`config.mk`:
```
export PLATFORM = sky130hd
export DESIGN_NAME = hue_wheel_sequencer_flat
export DESIGN_NICKNAME = d
export VERILOG_FILES = /design/src/rtl/hue_wheel_sequencer_if.sv /design/src/rtl/hue_wheel_sequencer.sv /design/src/flat_wrapper.sv
export SDC_FILE = /design/constraint.sdc
export NUM_CORES = 1
export LEC_CHECK = 0
export ABC_AREA = 1
export CAP_MARGIN = 5
export CORE_UTILIZATION = 51
export DETAILED_ROUTE_END_ITERATION = 10
export GPL_ROUTABILITY_DRIVEN = 1
export GPL_TIMING_DRIVEN = 0
export PLACE_DENSITY = 0.67
export SYNTH_ARGS = -nofsm -noshare
export SYNTH_HDL_FRONTEND = slang
export SYNTH_SLANG_ARGS = --single-unit
```
`constraint.sdc`:
```
create_clock -name clk -period 1.9 [get_ports clk]
set_input_delay 0.19 -clock clk [delete_from_list [all_inputs] [get_ports clk]]
set_output_delay 0.19 -clock clk [all_outputs]
set_load 0.05 [all_outputs]
```
`src/rtl/hue_wheel_sequencer_if.sv`:
```
// -----------------------------------------------------------------------------
// hue_wheel_sequencer_if
//
// Control and LED bundle for hue_wheel_sequencer.
//   enable      : 1 = advance on prescaler ticks, 0 = paused
//   dir         : 0 = forward (R->Y->G->C->B->M), 1 = reverse
//   fade_mode   : 1 = linear crossfade within a sector, 0 = hard colour steps
//   step_req    : while paused, every cycle high advances one position
//   red/green/blue : active-high PWM LED drives
//   sector      : current wheel sector 0..5
//   sector_wrap : one-cycle strobe when the wheel wraps between sector 5 and 0
//
// master drives the controls (system / testbench), slave is the sequencer.
// -----------------------------------------------------------------------------
interface hue_wheel_sequencer_if;
    logic       enable;
    logic       dir;
    logic       fade_mode;
    logic       step_req;
    logic       red;
    logic       green;
    logic       blue;
    logic [2:0] sector;
    logic       sector_wrap;

    modport master (
        output enable, dir, fade_mode, step_req,
        input  red, green, blue, sector, sector_wrap
    );

    modport slave (
        input  enable, dir, fade_mode, step_req,
        output red, green, blue, sector, sector_wrap
    );
endinterface

```
`src/rtl/hue_wheel_sequencer.sv`:
```
// -----------------------------------------------------------------------------
// hue_wheel_sequencer
//
// Walks the RGB hue wheel (red, yellow, green, cyan, blue, magenta) and drives
// three PWM LED outputs. Each sector is split into 2^PWM_BITS positions; a
// position advances on every prescaler tick (TICK_CYCLES clocks) or, while
// paused, on every cycle step_req is high. In fade mode the position blends
// linearly towards the next colour; in step mode each sector is a flat colour.
//
// Ports:
//   clk : system clock
//   rst : synchronous, active-high reset
//   bus : hue_wheel_sequencer_if.slave (controls in, LED drives/status out)
//
// Parameters:
//   TICK_CYCLES : clocks per position tick (>= 1)
//   PWM_BITS    : brightness resolution; PWM period is 2^PWM_BITS clocks
// -----------------------------------------------------------------------------
module hue_wheel_sequencer #(
    parameter int TICK_CYCLES = 7812,
    parameter int PWM_BITS    = 8
) (
    input  logic                  clk,
    input  logic                  rst,
    hue_wheel_sequencer_if.slave  bus
);

    localparam int                  PS_W    = (TICK_CYCLES > 1) ? $clog2(TICK_CYCLES) : 1;
    localparam logic [PS_W-1:0]     PS_LAST = PS_W'(TICK_CYCLES - 1);
    localparam logic [PWM_BITS-1:0] MAX     = '1;

    logic [PS_W-1:0]     prescaler;
    logic [PWM_BITS-1:0] pos;
    logic [2:0]          sector_q;
    logic [PWM_BITS-1:0] pwm_cnt;
    logic [PWM_BITS-1:0] lvl_r, lvl_g, lvl_b;
    logic                red_q, green_q, blue_q, wrap_q;

    logic                tick;
    logic                step;
    logic [PWM_BITS-1:0] pos_next;
    logic [2:0]          sector_next;
    logic                wrap_next;
    logic [PWM_BITS-1:0] p;
    logic [PWM_BITS-1:0] want_r, want_g, want_b;

    // step_req only counts while paused, so a running wheel never double-steps.
    assign tick = bus.enable && (prescaler == PS_LAST);
    assign step = tick || (!bus.enable && bus.step_req);

    // Position/sector successor. dir is looked at only when a step happens,
    // so flipping it between steps leaves pos and sector where they are.
    always_comb begin
        // NOTE: every always_comb output gets a default first so no path can
        // leave it unassigned and infer a latch.
        pos_next    = pos;
        sector_next = sector_q;
        wrap_next   = 1'b0;
        if (step) begin
            if (!bus.dir) begin
                if (pos == MAX) begin
                    pos_next = '0;
                    if (sector_q == 3'd5) begin
                        sector_next = 3'd0;
                        wrap_next   = 1'b1;
                    end else begin
                        sector_next = sector_q + 3'd1;
                    end
                end else begin
                    pos_next = pos + 1'b1;
                end
            end else begin
                if (pos == '0) begin
                    pos_next = MAX;
                    if (sector_q == 3'd0) begin
                        sector_next = 3'd5;
                        wrap_next   = 1'b1;
                    end else begin
                        sector_next = sector_q - 3'd1;
                    end
                end else begin
                    pos_next = pos - 1'b1;
                end
            end
        end
    end

    // Level function: each sector ramps exactly one channel up or down, so the
    // colour is continuous across sector boundaries in fade mode.
    always_comb begin
        p      = bus.fade_mode ? pos : '0;
        want_r = '0;
        want_g = '0;
        want_b = '0;
        case (sector_q)
            3'd0: begin want_r = MAX;     want_g = p;       want_b = '0;      end
            3'd1: begin want_r = MAX - p; want_g = MAX;     want_b = '0;      end
            3'd2: begin want_r = '0;      want_g = MAX;     want_b = p;       end
            3'd3: begin want_r = '0;      want_g = MAX - p; want_b = MAX;     end
            3'd4: begin want_r = p;       want_g = '0;      want_b = MAX;     end
            3'd5: begin want_r = MAX;     want_g = '0;      want_b = MAX - p; end
            default: ;
        endcase
    end

    always_ff @(posedge clk) begin
        // NOTE: sequential state uses non-blocking assignments so every flop
        // samples the pre-edge values regardless of statement order.
        if (rst) begin
            prescaler <= '0;
            pos       <= '0;
            sector_q  <= 3'd0;
            pwm_cnt   <= '0;
            lvl_r     <= '0;
            lvl_g     <= '0;
            lvl_b     <= '0;
            red_q     <= 1'b0;
            green_q   <= 1'b0;
            blue_q    <= 1'b0;
            wrap_q    <= 1'b0;
        end else begin
            if (!bus.enable || tick) prescaler <= '0;
            else                     prescaler <= prescaler + 1'b1;

            pos      <= pos_next;
            sector_q <= sector_next;
            wrap_q   <= wrap_next;

            pwm_cnt <= pwm_cnt + 1'b1;
            // Levels only change at the period boundary, so a duty cycle is
            // never cut short or stretched mid-period.
            if (pwm_cnt == MAX) begin
                lvl_r <= want_r;
                lvl_g <= want_g;
                lvl_b <= want_b;
            end

            red_q   <= (pwm_cnt < lvl_r);
            green_q <= (pwm_cnt < lvl_g);
            blue_q  <= (pwm_cnt < lvl_b);
        end
    end

    assign bus.red         = red_q;
    assign bus.green       = green_q;
    assign bus.blue        = blue_q;
    assign bus.sector      = sector_q;
    assign bus.sector_wrap = wrap_q;

endmodule
```
`src/flat_wrapper.sv`:
```
// flat-port wrapper written by rule: the top's interface ports become plain ports
module hue_wheel_sequencer_flat 
#(
    parameter int TICK_CYCLES = 7812,
    parameter int PWM_BITS    = 8
)
  (clk, rst, bus_enable, bus_dir, bus_fade_mode, bus_step_req, bus_red, bus_green, bus_blue, bus_sector, bus_sector_wrap);
  hue_wheel_sequencer_if bus_i ();
  input  logic clk;
  input  logic rst;
  input wire logic [$bits(bus_i.enable)-1:0] bus_enable;
  input wire logic [$bits(bus_i.dir)-1:0] bus_dir;
  input wire logic [$bits(bus_i.fade_mode)-1:0] bus_fade_mode;
  input wire logic [$bits(bus_i.step_req)-1:0] bus_step_req;
  output wire logic [$bits(bus_i.red)-1:0] bus_red;
  output wire logic [$bits(bus_i.green)-1:0] bus_green;
  output wire logic [$bits(bus_i.blue)-1:0] bus_blue;
  output wire logic [$bits(bus_i.sector)-1:0] bus_sector;
  output wire logic [$bits(bus_i.sector_wrap)-1:0] bus_sector_wrap;
  assign bus_i.enable = bus_enable;
  assign bus_i.dir = bus_dir;
  assign bus_i.fade_mode = bus_fade_mode;
  assign bus_i.step_req = bus_step_req;
  assign bus_red = bus_i.red;
  assign bus_green = bus_i.green;
  assign bus_blue = bus_i.blue;
  assign bus_sector = bus_i.sector;
  assign bus_sector_wrap = bus_i.sector_wrap;
  hue_wheel_sequencer #(.TICK_CYCLES(TICK_CYCLES), .PWM_BITS(PWM_BITS)) u_core (.clk(clk), .rst(rst), .bus(bus_i));
endmodule
```
==> results of run 1 <==
synth_stat cells:
cell and instances:
dfxtp_1 60, a211oi_1 3, buf_1 1, nor3_2 1
a21oi_2 1, buf_2 6, nand3_1 36, o21ai_1 7
o21bai_1 2, nand4_1 5, o21ai_0 23, nor3b_1 3
inv_1 58, a21oi_1 52, inv_2 6, nor3_1 5
ha_1 27, nand3_2 2, nor2_2 6, or2_0 3
nand2_4 1, buf_4 3, xor2_1 6, nand3b_1 1
clkbuf_1 8, nand2_1 154, buf_6 5, xnor2_1 1
o211ai_1 17, nor3_4 2, nor2_4 4, o21a_1 1
a31oi_1 1, o21ai_2 1, nor2_1 53
state kept, by name, summed over array words and instances (netlist names):
register / count
u_core.bus.sector_wrap: 1
u_core.bus.blue: 1
u_core.lvl_r: 8
u_core.bus.sector: 3
u_core.pwm_cnt: 8
u_core.lvl_b: 8
u_core.prescaler: 13
u_core.lvl_g: 8
u_core.bus.green: 1
u_core.bus.red: 1
u_core.pos: 8
per-stage QoR:
stage | cells | power, W | worst slack [ns] | instance area [µm²]
floorplan | 565 | 0.00169 | 0.0847 | 3810
CTS | 692 | 0.00311 | 0.0141 | 4270
global placement | 674 | 0.00180 | -0.0337 | 4030
finish | 692 | 0.00310 | 0.0452 | 4280
global route | 692 | 0.00324 | 0.000956 | 4280
detailed placement | 674 | 0.00180 | -0.0828 | 4030
power groups by stage:
stage                     Sequential, W  Clock, W  Combinational, W
final                           0.00131   0.00132          0.000466
after global routing            0.00132   0.00139          0.000526
after CTS                       0.00131   0.00134          0.000463
after detailed placement        0.00134         0          0.000461
after global placement          0.00134         0          0.000456
after floorplan                 0.00137         0          0.000318
cell type report:
| type | instances | area (µm²) | share of cell area [%] |
|---|---|---|---|
| plain buffers | 23 | 143 | 3.33 |
| clock buffers | 9 | 124 | 2.89 |
| clock inverters | 7 | 98.8 | 2.31 |
| inverters | 64 | 240 | 5.61 |
| multi-input cells | 418 | 2230 | 52.1 |
| flip-flops and latches | 60 | 1200 | 28.2 |
| well taps | 99 | 124 | 2.89 |
| repair buffers | 12 | 115 | 2.69 |
per-layer routing:
layer | up-vias | wire length, µm
met2 | 45 | 4100
li1 | 1894 | -
met4 | 0 | 107
met1 | 1578 | 4200
met5 | - | 0
met3 | 10 | 287
logic make-up after synthesis:
group | count (synthesis)
simple gates | 276
compound gates | 108
buf+inv | 87
flops | 60
fa+ha+maj | 27
xor+xnor | 7
how the worst min path moves through the flow:
stage,startpoint,to,slack (ns),cells past startpoint
CTS,rst,u_core.lvl_r[4],0.17,2
global placement,u_core.prescaler[0],u_core.prescaler[0],0.43,1
global route,rst,u_core.lvl_r[6],0.17,2
finish,rst,u_core.lvl_r[6],0.17,2
detailed placement,u_core.prescaler[0],u_core.prescaler[0],0.44,1
floorplan,bus_enable,u_core.prescaler[3],0.40,2
repair_timing:
| action | 4_1_cts | 5_1_grt |
|---|---|---|
| buffers inserted | 2 | 0 |
| gates resized for setup | 0 | 4 |
| endpoints found under the hold margin | 0 | 0 |
| pin swaps | 1 | 1 |
| cloned | 0 | 0 |
| endpoints found under the setup margin | 10 | 25 |
==> report_table.html, run 1 <==
<table>
<tr><th>Metric</th><th>Value</th></tr>
<tr><th colspan="2">Worst setup path</th></tr>
<tr><td>Worst setup EP type</td><td>primary output</td></tr>
<tr><td>Buffers &amp; Inverters on Critical Path</td><td>1</td></tr>
<tr><td>Worst flop-to-flop path startpoint</td><td>u_core.pwm_cnt[1]</td></tr>
<tr><td>Capture point of the worst reg-to-reg path</td><td>u_core.lvl_g[2]</td></tr>
<tr><td>Top cell family by delay on the critical path</td><td>buffers and inverters</td></tr>
<tr><td>Start point of the critical path</td><td>u_core.bus.sector[1]</td></tr>
<tr><td>Slowest stage cell on the critical path</td><td>clkdlybuf4s50_1</td></tr>
<tr><td>Crit start category</td><td>flip-flop</td></tr>
<tr><td>Number of stages on the worst setup path</td><td>1</td></tr>
<tr><td>Biggest cell delay along the critical path</td><td>0.85 ns</td></tr>
<tr><td>Required time of the critical path</td><td>roughly 1.7 ns</td></tr>
<tr><td>Reg-to-reg setup timing slack</td><td>~0.18 ns</td></tr>
<tr><td>Class of the most critical setup path</td><td>reg2out</td></tr>
<tr><td>Cell Chain, Critical Path</td><td>clkdlybuf4s50_1</td></tr>
<tr><td>Worst setup path endpoint</td><td>bus_sector[1]</td></tr>
<tr><td>Highest net fanout along the worst path</td><td>6</td></tr>
<tr><td>R2r worst-path depth</td><td>9</td></tr>
<tr><td>Critical path data arrival time</td><td>roughly 1.7 ns</td></tr>
<tr><th colspan="2">Global route</th></tr>
<tr><td>GR Util All Layers</td><td>between 20% and 30%</td></tr>
<tr><td>Met2 GRT Util</td><td>41.1%</td></tr>
<tr><td>Number of antenna violations at the first check in global routing</td><td>0</td></tr>
<tr><td>Via count of the first global-routing pass</td><td>roughly 3,200</td></tr>
<tr><td>Largest net degree at the start of global routing</td><td>13</td></tr>
<tr><td>Met1 GRT Util</td><td>32.1%</td></tr>
<tr><td>Global routing's busiest layer</td><td>met2</td></tr>
<tr><td>Remaining global-route overflow</td><td>0</td></tr>
<tr><td>Global-route wire length before repair</td><td>about 15 mm</td></tr>
<tr><td>Met3 GRT Util</td><td>3.45%</td></tr>
<tr><th colspan="2">Synth</th></tr>
<tr><td>Count of unique library cells instantiated by Yosys</td><td>35</td></tr>
<tr><td>Avg Cell Area, Syn</td><td>between 6 and 7 µm²</td></tr>
<tr><td>Area share of xor/xnor cells in the synthesized design</td><td>around 1.6%</td></tr>
<tr><td>Mux contribution to synthesized area</td><td>0%</td></tr>
<tr><td>Largest family of logic cells by synthesized area</td><td>simple AND/OR/NAND/NOR gates</td></tr>
<tr><td>Synth Area in Adders</td><td>8.87%</td></tr>
<tr><td>Number of warnings printed during yosys synthesis</td><td>0</td></tr>
<tr><td>Flop and latch count out of synthesis</td><td>60</td></tr>
<tr><td>Post-synthesis net count</td><td>~600</td></tr>
<tr><td>Area share of the leading cell type in the synthesized netlist</td><td>approximately a third</td></tr>
<tr><td>Fraction of the yosys area taken by sequential cells</td><td>31.5%</td></tr>
<tr><td>Top cells by area, synth</td><td>dfxtp_1 (32%), nand2_1 (15%), ha_1 (8.9%)</td></tr>
<tr><td>Cell Area, Synth</td><td>approximately 3800 µm²</td></tr>
<tr><td>Mapped Cells</td><td>approximately 570</td></tr>
<tr><td>Simple logic cell fraction of the synthesized area</td><td>between 30% and 40%</td></tr>
<tr><td>Synth Area in Compound Gates</td><td>between 10% and 20%</td></tr>
<tr><td>Synth area leader</td><td>dfxtp_1</td></tr>
<tr><th colspan="2">STA</th></tr>
<tr><td>Actual transition at the worst max-transition pin</td><td>about 0.62 ns</td></tr>
<tr><td>Final critical-path share of the clock period</td><td>97.6%</td></tr>
<tr><td>Post-route clock skew</td><td>around 0.0099 ns</td></tr>
<tr><td>Final critical path time including I/O delays and setup</td><td>1.85 ns</td></tr>
<tr><td>Worst hold slack</td><td>roughly 0.17 ns</td></tr>
<tr><td>Top achievable clock speed</td><td>roughly 540 MHz</td></tr>
<tr><td>Count of final setup violators</td><td>0</td></tr>
<tr><td>Number of slew-limit violations in the final report</td><td>0</td></tr>
<tr><td>Max-slew headroom at the worst pin</td><td>between 50% and 60%</td></tr>
<tr><td>Setup repair after global routing missed its margin</td><td>false</td></tr>
<tr><td>Final sum of negative setup slack</td><td>0 ns</td></tr>
<tr><td>Number of failing hold endpoints at the final stage</td><td>0</td></tr>
<tr><th colspan="2">Floorplan</th></tr>
<tr><td>Number of standard-cell rows in the floorplan</td><td>31</td></tr>
<tr><td>Vert. Die Dim</td><td>roughly 88 µm</td></tr>
<tr><td>Initial Utilization</td><td>between 50% and 60%</td></tr>
<tr><td>Die width</td><td>between 80 and 90 µm</td></tr>
<tr><td>Number of top-level pins</td><td>13</td></tr>
<tr><td>Core outline area</td><td>roughly 7300 µm²</td></tr>
<tr><td>Die area</td><td>between 7000 and 8000 µm²</td></tr>
<tr><th colspan="2">Cells and area</th></tr>
<tr><td>Most common library cell in the layout ignoring fill and taps</td><td>nand2_1</td></tr>
<tr><td>Commonest non-fill, non-tap cells in the layout</td><td>nand2_1 (154), inv_1 (58), dfxtp_1 (57)</td></tr>
<tr><td>Fraction of final layout cells sized beyond drive strength 1</td><td>around 9.9%</td></tr>
<tr><td>Ant diodes</td><td>0</td></tr>
<tr><td>Final net count</td><td>about 620</td></tr>
<tr><td>Synth-to-layout area growth</td><td>12.4%</td></tr>
<tr><td>Final core utilization</td><td>between 50% and 60%</td></tr>
<tr><td>Filler Cell Count</td><td>a little over 700</td></tr>
<tr><th colspan="2">Pwr</th></tr>
<tr><td>Switching power as a share of total power</td><td>a little under 30%</td></tr>
<tr><td>Switching component of the power</td><td>0.000908 W</td></tr>
<tr><td>Combinational power share</td><td>around 15%</td></tr>
<tr><td>Relative contribution of sequential cells to total power</td><td>a little over two fifths</td></tr>
<tr><td>Total power per unit cell area</td><td>just over 700 nW/µm²</td></tr>
<tr><td>Cell internal power dissipation</td><td>~0.0022 W</td></tr>
<tr><td>Clock Power Share</td><td>42.5%</td></tr>
<tr><td>IR Drop Worst-Case VDD</td><td>roughly 0.42 mV</td></tr>
<tr><td>Leakage component of the power</td><td>approximately 1.7 nW</td></tr>
<tr><th colspan="2">Placement</th></tr>
<tr><td>Count of input and output buffers</td><td>10</td></tr>
<tr><td>Half-perimeter wire length after detailed placement</td><td>between 6 and 7 mm</td></tr>
<tr><td>Routability congestion estimate</td><td>slightly above 0.9</td></tr>
<tr><th colspan="2">Clock network</th></tr>
<tr><td>CTS Buf Count</td><td>9</td></tr>
<tr><td>CTS root buffer</td><td>clkbuf_8</td></tr>
<tr><td>Register clock-pin slew on the reported worst setup and hold paths</td><td>around 0.08 ns</td></tr>
<tr><td>Number of hold buffers added after CTS</td><td>0</td></tr>
<tr><td>Clock Path Buffers</td><td>2</td></tr>
<tr><td>Clock tree from TritonCTS</td><td>yes</td></tr>
<tr><td>Clock latency at the later pin of the worst-skew pair</td><td>0.35 ns</td></tr>
<tr><td>Number of H-tree branching levels</td><td>3</td></tr>
<tr><td>Number of clock sinks</td><td>60</td></tr>
<tr><th colspan="2">Routing</th></tr>
<tr><td>Vias</td><td>roughly 3,500</td></tr>
<tr><td>Final routed DRC violation total</td><td>2</td></tr>
<tr><td>Vias per Instance</td><td>5.10</td></tr>
<tr><td>Number of detailed-route iterations in the first pass</td><td>7</td></tr>
<tr><td>Mean routed wirelength per cell</td><td>between 10 and 15 µm</td></tr>
<tr><td>Drt first-iter violations</td><td>~120</td></tr>
<tr><td>Number of nets with antenna violations after detailed routing</td><td>0</td></tr>
<tr><td>Total Routed Length</td><td>about 8.7 mm</td></tr>
<tr><th colspan="2">Outcome</th></tr>
<tr><td>Result of the run</td><td>complete, but fails checks</td></tr>
<tr><td>Violated checks</td><td>DRC</td></tr>
<tr><th colspan="2">Min path</th></tr>
<tr><td>Worst min-delay path category</td><td>in2reg</td></tr>
<tr><th colspan="2">Run</th></tr>
<tr><td>Total of max-cap violations</td><td>0</td></tr>
</table>
Note: power is estimated with default switching activity, not from simulation.
==> inputs of run 2 (changes only) <==
--- a/config.mk
+++ b/config.mk
@@ -6,12 +6,13 @@
 export NUM_CORES = 1
 export LEC_CHECK = 0
 export ABC_AREA = 1
+export ABC_CLOCK_PERIOD_IN_PS = 1900
 export CAP_MARGIN = 5
 export CORE_UTILIZATION = 51
 export DETAILED_ROUTE_END_ITERATION = 10
 export GPL_ROUTABILITY_DRIVEN = 1
 export GPL_TIMING_DRIVEN = 0
-export PLACE_DENSITY = 0.67
+export PLACE_DENSITY_LB_ADDON = 0.2
 export SYNTH_ARGS = -nofsm -noshare
 export SYNTH_HDL_FRONTEND = slang
 export SYNTH_SLANG_ARGS = --single-unit
==> run 2 against run 1 <==
Effect of this change: core utilization grew 0.34 points; the run now ends clean; sequential share of layout area shrank 0.13 points; worst hold slack gained 0.0044 ns; non-clock buffer count grew 1; first-iteration DRC count grew 50%; critical endpoint is now u_core.bus.sector[0]; fmax grew 5.0%.
==> report_table.html, run 2 (same netlist as run 1, synthesis figures left out) <==
<table>
<tr><th>Metric</th><th>Value</th></tr>
<tr><th colspan="2">Cells and area</th></tr>
<tr><td>Max FFs per register</td><td>13</td></tr>
<tr><td>Most common library cell in the layout ignoring fill and taps</td><td>nand2_1</td></tr>
<tr><td>Register with the most flip-flops</td><td>u_core.prescaler</td></tr>
<tr><td>Fraction of final layout cells sized beyond drive strength 1</td><td>roughly a tenth</td></tr>
<tr><td>Filler Cell Count</td><td>696</td></tr>
<tr><td>Final net count</td><td>between 600 and 700</td></tr>
<tr><td>Final core utilization</td><td>about three fifths</td></tr>
<tr><td>Ant diodes</td><td>0</td></tr>
<tr><td>Synth-to-layout area growth</td><td>13.0%</td></tr>
<tr><td>Commonest non-fill, non-tap cells in the layout</td><td>nand2_1 (154), inv_1 (58), dfxtp_1 (58)</td></tr>
<tr><th colspan="2">Floorplan</th></tr>
<tr><td>Initial Utilization</td><td>a little over half</td></tr>
<tr><td>Number of standard-cell rows in the floorplan</td><td>31</td></tr>
<tr><td>Core outline area</td><td>a little over 7000 µm²</td></tr>
<tr><td>Die area</td><td>7820 µm²</td></tr>
<tr><td>Number of top-level pins</td><td>13</td></tr>
<tr><td>Vert. Die Dim</td><td>between 80 and 90 µm</td></tr>
<tr><td>Die width</td><td>88.4 µm</td></tr>
<tr><th colspan="2">Min path</th></tr>
<tr><td>Hold endpoint</td><td>u_core.lvl_r[6]</td></tr>
<tr><td>Worst hold start</td><td>rst</td></tr>
<tr><td>Min-Delay Path Depth</td><td>2</td></tr>
<tr><td>Worst min-delay path category</td><td>in2reg</td></tr>
<tr><th colspan="2">Global route</th></tr>
<tr><td>Number of antenna violations at the first check in global routing</td><td>0</td></tr>
<tr><td>GR Util All Layers</td><td>between 20% and 30%</td></tr>
<tr><td>Global-route wire length before repair</td><td>~14 mm</td></tr>
<tr><td>Remaining global-route overflow</td><td>0</td></tr>
<tr><td>Largest net degree at the start of global routing</td><td>11</td></tr>
<tr><td>Via count of the first global-routing pass</td><td>between 3,000 and 4,000</td></tr>
<tr><th colspan="2">Worst setup path</th></tr>
<tr><td>Worst setup EP type</td><td>flip-flop</td></tr>
<tr><td>Worst flop-to-flop path startpoint</td><td>u_core.pos[0]</td></tr>
<tr><td>Reg-to-reg setup timing slack</td><td>roughly 0.13 ns</td></tr>
<tr><td>Highest net fanout along the worst path</td><td>7</td></tr>
<tr><td>Critical path data arrival time</td><td>between 2 and 2.5 ns</td></tr>
<tr><td>Capture point of the worst reg-to-reg path</td><td>u_core.bus.sector[0]</td></tr>
<tr><td>Class of the most critical setup path</td><td>reg2reg</td></tr>
<tr><td>Start point of the critical path</td><td>u_core.pos[0]</td></tr>
<tr><td>Required time of the critical path</td><td>2.19 ns</td></tr>
<tr><td>Crit start category</td><td>flip-flop</td></tr>
<tr><td>R2r worst-path depth</td><td>10</td></tr>
<tr><th colspan="2">STA</th></tr>
<tr><td>Number of slew-limit violations in the final report</td><td>0</td></tr>
<tr><td>Final critical-path share of the clock period</td><td>between 90% and 100%</td></tr>
<tr><td>Post-route clock skew</td><td>about 0.0087 ns</td></tr>
<tr><td>Count of final setup violators</td><td>0</td></tr>
<tr><td>Max-slew headroom at the worst pin</td><td>roughly 59%</td></tr>
<tr><td>Final critical path time including I/O delays and setup</td><td>1.77 ns</td></tr>
<tr><td>Number of failing hold endpoints at the final stage</td><td>0</td></tr>
<tr><td>Setup repair after global routing missed its margin</td><td>true</td></tr>
<tr><td>Top achievable clock speed</td><td>between 500 and 600 MHz</td></tr>
<tr><td>Actual transition at the worst max-transition pin</td><td>between 0.6 and 0.7 ns</td></tr>
<tr><th colspan="2">Pwr</th></tr>
<tr><td>IR Drop Worst-Case VDD</td><td>between 0.3 and 0.4 mV</td></tr>
<tr><td>Leakage component of the power</td><td>1.73 nW</td></tr>
<tr><td>Total Power</td><td>approximately 0.0032 W</td></tr>
<tr><td>Total power per unit cell area</td><td>between 700 and 800 nW/µm²</td></tr>
<tr><th colspan="2">Run</th></tr>
<tr><td>Total of max-cap violations</td><td>0</td></tr>
<tr><th colspan="2">Routing</th></tr>
<tr><td>Vias</td><td>about 3,600</td></tr>
<tr><td>Number of nets with antenna violations after detailed routing</td><td>0</td></tr>
<tr><td>Vias per Instance</td><td>roughly 5.2</td></tr>
<tr><td>Total Routed Length</td><td>8.99 mm</td></tr>
<tr><td>Number of detailed-route iterations in the first pass</td><td>5</td></tr>
<tr><td>Final routed DRC violation total</td><td>0</td></tr>
<tr><td>Drt first-iter violations</td><td>approximately 170</td></tr>
<tr><td>Mean routed wirelength per cell</td><td>between 10 and 15 µm</td></tr>
<tr><th colspan="2">Placement</th></tr>
<tr><td>Count of input and output buffers</td><td>10</td></tr>
<tr><td>Routability congestion estimate</td><td>about 0.93</td></tr>
<tr><td>Half-perimeter wire length after detailed placement</td><td>between 6 and 7 mm</td></tr>
<tr><th colspan="2">Clock network</th></tr>
<tr><td>CTS root buffer</td><td>clkbuf_8</td></tr>
<tr><td>Clock tree from TritonCTS</td><td>yes</td></tr>
<tr><td>Register clock-pin slew on the reported worst setup and hold paths</td><td>0.08 ns</td></tr>
<tr><td>CTS Buf Count</td><td>9</td></tr>
<tr><td>Number of clock sinks</td><td>60</td></tr>
<tr><td>Number of hold buffers added after CTS</td><td>0</td></tr>
<tr><td>Clock latency at the later pin of the worst-skew pair</td><td>between 0.3 and 0.4 ns</td></tr>
<tr><td>Number of H-tree branching levels</td><td>3</td></tr>
<tr><td>Clock Path Buffers</td><td>2</td></tr>
<tr><th colspan="2">Outcome</th></tr>
<tr><td>Result of the run</td><td>complete, no violations</td></tr>
</table>
-- run 2: layout make-up --
type | instances | area, µm² | area share (%)
Buffer | 23 | 143 | 3.31
Timing Repair Buffer | 13 | 129 | 2.99
Clock buffer | 12 | 165 | 3.84
Multi-Input combinational cell | 418 | 2230 | 51.8
Inverter | 64 | 240 | 5.58
Tap cell | 99 | 124 | 2.88
Sequential cell | 60 | 1210 | 28.0
Clock inverter | 3 | 68.8 | 1.60
-- run 2: power breakdown --
group | switching [W] | internal, W
combinational | 0.000307 | 0.000158
sequential | 0.0000265 | 0.00129
clock | 0.000534 | 0.000842
-- run 2: worst max path at each step --
| stage | endpoint | depth (start not counted) |
|---|---|---|
| floorplan | u_core.lvl_g[0] | 9 |
| finish | u_core.bus.sector[0] | 10 |
| global route | u_core.lvl_g[3] | 9 |
| CTS | bus_sector[1] | 1 |
| detailed placement | u_core.lvl_g[0] | 9 |
| global placement | u_core.lvl_g[5] | 9 |
-- run 2: metrics by stage --
step / cell area, µm² / cells / TNS [ns] / hold WS [ns] / setup WS [ns]
3_5_place_dp: 4030 / 674 / -0.0137 / 0.445 / -0.00460
4_1_cts: 4280 / 691 / 0 / 0.165 / 0.0222
5_1_grt: 4300 / 692 / -0.0436 / 0.191 / -0.0283
6_report: 4300 / 692 / 0 / 0.176 / 0.133
3_3_place_gp: 4030 / 674 / 0 / 0.436 / 0.0212
2_1_floorplan: 3810 / 565 / 0 / 0.396 / 0.0847
-- run 2: per-layer routing --
layer	wire length [µm]	share of wire, %	vias to the layer above	track usage [%]
met1	4170	46	1640	30.6
met2	4270	47	74	40.6
met4	186	2.1	0	7.92
li1	-	-	1888	-
met5	0	0	-	0
met3	364	4.1	17	5.50
-- run 2: repair_timing --
action	in CTS	in global routing
setup buffers	2	1
pin swaps	1	1
gates resized for setup	0	6
setup endpoints to repair	8	25
-- run 2: critical path, stage by stage, from the launching register on --
cell and delay (ns):
dfxtp_1 0.37, inv_1 0.19, ha_1 0.23, nand2_1 0.08, nor2_2 0.26, nor2_1 0.13, nor2_4 0.15, nand2_1 0.09
nand2_1 0.07, nand2_1 0.05, nor2_1 0.10
==> inputs of run 3 (changes only) <==
--- a/config.mk
+++ b/config.mk
@@ -8,6 +8,7 @@
 export ABC_AREA = 1
 export ABC_CLOCK_PERIOD_IN_PS = 1900
 export CAP_MARGIN = 5
+export CORE_MARGIN = 2
 export CORE_UTILIZATION = 51
 export DETAILED_ROUTE_END_ITERATION = 10
 export GPL_ROUTABILITY_DRIVEN = 1
==> run 3 against run 2 <==
Effect of this change: cell area decreased by 0.41%; die area grew 4.6%; worst hold slack improved by 0.012 ns.
==> report_table.html, run 3 (same netlist as run 1, synthesis figures left out) <==
<table>
<tr><th>Metric</th><th>Value</th></tr>
<tr><th colspan="2">Pwr</th></tr>
<tr><td>Cell internal power dissipation</td><td>roughly 0.0022 W</td></tr>
<tr><td>Switching power as a share of total power</td><td>29.4%</td></tr>
<tr><td>Relative contribution of sequential cells to total power</td><td>between 40% and 50%</td></tr>
<tr><td>Combinational power share</td><td>between 10% and 20%</td></tr>
<tr><td>IR Drop Worst-Case VDD</td><td>between 0.4 and 0.5 mV</td></tr>
<tr><td>Leakage component of the power</td><td>1.70 nW</td></tr>
<tr><td>Total power per unit cell area</td><td>between 700 and 800 nW/µm²</td></tr>
<tr><td>Clock Power Share</td><td>a little over two fifths</td></tr>
<tr><td>Switching component of the power</td><td>between 0.0009 and 0.001 W</td></tr>
<tr><th colspan="2">Cells and area</th></tr>
<tr><td>Filler Cell Count</td><td>723</td></tr>
<tr><td>Multi-input logic area</td><td>around 2200 µm²</td></tr>
<tr><td>Ant diodes</td><td>0</td></tr>
<tr><td>Register with the most flip-flops</td><td>u_core.prescaler</td></tr>
<tr><td>Synth-to-layout area growth</td><td>12.5%</td></tr>
<tr><td>Final Non-Filler Cells</td><td>between 600 and 700</td></tr>
<tr><td>Final standard cell area without fillers</td><td>around 4300 µm²</td></tr>
<tr><td>Final net count</td><td>just over 600</td></tr>
<tr><td>Register area</td><td>between 1000 and 1500 µm²</td></tr>
<tr><td>Most common library cell in the layout ignoring fill and taps</td><td>nand2_1</td></tr>
<tr><td>Commonest non-fill, non-tap cells in the layout</td><td>nand2_1 (154), inv_1 (58), dfxtp_1 (58)</td></tr>
<tr><td>Fraction of final layout cells sized beyond drive strength 1</td><td>roughly a tenth</td></tr>
<tr><td>Final core utilization</td><td>around three fifths</td></tr>
<tr><td>Max FFs per register</td><td>13</td></tr>
<tr><th colspan="2">STA</th></tr>
<tr><td>Number of failing hold endpoints at the final stage</td><td>0</td></tr>
<tr><td>Post-route clock skew</td><td>between 0.01 and 0.015 ns</td></tr>
<tr><td>Setup repair after global routing missed its margin</td><td>false</td></tr>
<tr><td>Number of slew-limit violations in the final report</td><td>0</td></tr>
<tr><td>Count of final setup violators</td><td>0</td></tr>
<tr><td>Final critical-path share of the clock period</td><td>around 98%</td></tr>
<tr><td>Final critical path time including I/O delays and setup</td><td>~1.9 ns</td></tr>
<tr><td>Top achievable clock speed</td><td>~540 MHz</td></tr>
<tr><td>Actual transition at the worst max-transition pin</td><td>approximately 0.62 ns</td></tr>
<tr><td>Max-slew headroom at the worst pin</td><td>between 50% and 60%</td></tr>
<tr><td>Post-route worst setup slack</td><td>0.0462 ns</td></tr>
<tr><th colspan="2">Worst setup path</th></tr>
<tr><td>Worst setup EP type</td><td>primary output</td></tr>
<tr><td>Worst flop-to-flop path startpoint</td><td>u_core.pwm_cnt[0]</td></tr>
<tr><td>R2r worst-path depth</td><td>9</td></tr>
<tr><td>Reg-to-reg setup timing slack</td><td>between 0.15 and 0.2 ns</td></tr>
<tr><td>Biggest cell delay along the critical path</td><td>0.86 ns</td></tr>
<tr><td>Crit start category</td><td>flip-flop</td></tr>
<tr><td>Required time of the critical path</td><td>~1.7 ns</td></tr>
<tr><td>Buffers &amp; Inverters on Critical Path</td><td>1</td></tr>
<tr><td>Highest net fanout along the worst path</td><td>6</td></tr>
<tr><td>Class of the most critical setup path</td><td>reg2out</td></tr>
<tr><td>Cell Chain, Critical Path</td><td>clkdlybuf4s50_1</td></tr>
<tr><td>Slowest stage cell on the critical path</td><td>clkdlybuf4s50_1</td></tr>
<tr><td>Top cell family by delay on the critical path</td><td>buffers and inverters</td></tr>
<tr><td>Critical path data arrival time</td><td>between 1.5 and 2 ns</td></tr>
<tr><td>Capture point of the worst reg-to-reg path</td><td>u_core.lvl_g[3]</td></tr>
<tr><th colspan="2">Routing</th></tr>
<tr><td>Vias</td><td>roughly 3,700</td></tr>
<tr><td>Number of detailed-route iterations in the first pass</td><td>5</td></tr>
<tr><td>Total Routed Length</td><td>9.20 mm</td></tr>
<tr><td>Number of nets with antenna violations after detailed routing</td><td>0</td></tr>
<tr><td>Mean routed wirelength per cell</td><td>13.3 µm</td></tr>
<tr><td>Final routed DRC violation total</td><td>0</td></tr>
<tr><td>Vias per Instance</td><td>between 5 and 6</td></tr>
<tr><td>Drt first-iter violations</td><td>around 210</td></tr>
<tr><th colspan="2">Floorplan</th></tr>
<tr><td>Die width</td><td>approximately 90 µm</td></tr>
<tr><td>Die area</td><td>approximately 8200 µm²</td></tr>
<tr><td>Vert. Die Dim</td><td>roughly 90 µm</td></tr>
<tr><td>Core outline area</td><td>7250 µm²</td></tr>
<tr><td>Number of top-level pins</td><td>13</td></tr>
<tr><td>Initial Utilization</td><td>about 53%</td></tr>
<tr><td>Number of standard-cell rows in the floorplan</td><td>31</td></tr>
<tr><th colspan="2">Clock network</th></tr>
<tr><td>Number of H-tree branching levels</td><td>3</td></tr>
<tr><td>Clock Path Buffers</td><td>2</td></tr>
<tr><td>CTS root buffer</td><td>clkbuf_8</td></tr>
<tr><td>Number of clock sinks</td><td>60</td></tr>
<tr><td>Clock latency at the later pin of the worst-skew pair</td><td>0.35 ns</td></tr>
<tr><td>Clock tree from TritonCTS</td><td>yes</td></tr>
<tr><td>CTS Buf Count</td><td>9</td></tr>
<tr><td>Number of hold buffers added after CTS</td><td>0</td></tr>
<tr><td>Register clock-pin slew on the reported worst setup and hold paths</td><td>roughly 0.080 ns</td></tr>
<tr><th colspan="2">Placement</th></tr>
<tr><td>Half-perimeter wire length after detailed placement</td><td>approximately 6.6 mm</td></tr>
<tr><td>Worst slack at placement</td><td>-0.0241 ns</td></tr>
<tr><td>Post-placement cell count</td><td>between 600 and 700</td></tr>
<tr><td>Count of input and output buffers</td><td>10</td></tr>
<tr><td>Routability congestion estimate</td><td>between 0.8 and 0.9</td></tr>
<tr><td>Post-placement cell area</td><td>4030 µm²</td></tr>
<tr><th colspan="2">Min path</th></tr>
<tr><td>Worst min-delay path category</td><td>in2reg</td></tr>
<tr><td>Hold endpoint</td><td>u_core.lvl_r[5]</td></tr>
<tr><td>Worst hold start</td><td>rst</td></tr>
<tr><td>Min-Delay Path Depth</td><td>2</td></tr>
<tr><th colspan="2">Global route</th></tr>
<tr><td>Number of antenna violations at the first check in global routing</td><td>0</td></tr>
<tr><td>Remaining global-route overflow</td><td>0</td></tr>
<tr><td>Largest net degree at the start of global routing</td><td>13</td></tr>
<tr><td>Global-route wire length before repair</td><td>about 16 mm</td></tr>
<tr><td>Via count of the first global-routing pass</td><td>about 3,600</td></tr>
<tr><td>GR Util All Layers</td><td>between 20% and 30%</td></tr>
<tr><th colspan="2">Outcome</th></tr>
<tr><td>Result of the run</td><td>complete, no violations</td></tr>
<tr><th colspan="2">Run</th></tr>
<tr><td>Total of max-cap violations</td><td>0</td></tr>
</table>
run 3: layout make-up:
class	instances	area share [%]
well taps	99	2.89
clock inverters	7	2.31
repair buffers	12	2.77
inverters	64	5.60
multi-input cells	418	52.0
flip-flops and latches	60	28.2
clock buffers	9	2.89
plain buffers	23	3.33
run 3: metal layers:
metal,track usage [%],wire length (µm),vias up
li1,-,-,1894
met1,30.0,4130,1658
met2,39.4,4390,109
met3,3.92,436,19
met4,13.2,240,0
met5,0,0,-
run 3: repair_timing:
action	in CTS	in global routing
setup buffers	2	0
gates resized for setup	0	6
pin swaps	1	2
endpoints found under the setup margin	10	25
run 3: per-stage QoR:
step	total power, W	hold WS [ns]	setup TNS [ns]
after CTS	0.00312	0.164	0
after global routing	0.00324	0.191	0
after global placement	0.00179	0.430	0
after detailed placement	0.00180	0.442	-0.175
after floorplan	0.00169	0.396	0
final	0.00311	0.188	0
run 3: power groups by stage:
stage / Combinational [W] / Sequential, W / Clock, W
finish: 0.000476 / 0.00131 / 0.00132
global placement: 0.000451 / 0.00134 / 0
CTS: 0.000464 / 0.00131 / 0.00134
floorplan: 0.000318 / 0.00137 / 0
detailed placement: 0.000460 / 0.00134 / 0
global route: 0.000536 / 0.00132 / 0.00139
run 3: worst max path at each step:
stage / from / end / slack, ns / depth (start not counted)
3_3_place_gp: u_core.pwm_cnt[0] / u_core.lvl_r[3] / 0.03 / 9
5_1_grt: u_core.bus.sector[1] / bus_sector[1] / 0.005 / 1
4_1_cts: u_core.pwm_cnt[0] / u_core.lvl_g[3] / 0.01 / 9
2_1_floorplan: u_core.bus.sector[0] / u_core.lvl_g[0] / 0.08 / 9
3_5_place_dp: u_core.pwm_cnt[0] / u_core.lvl_g[3] / -0.02 / 9
6_report: u_core.bus.sector[1] / bus_sector[1] / 0.05 / 1
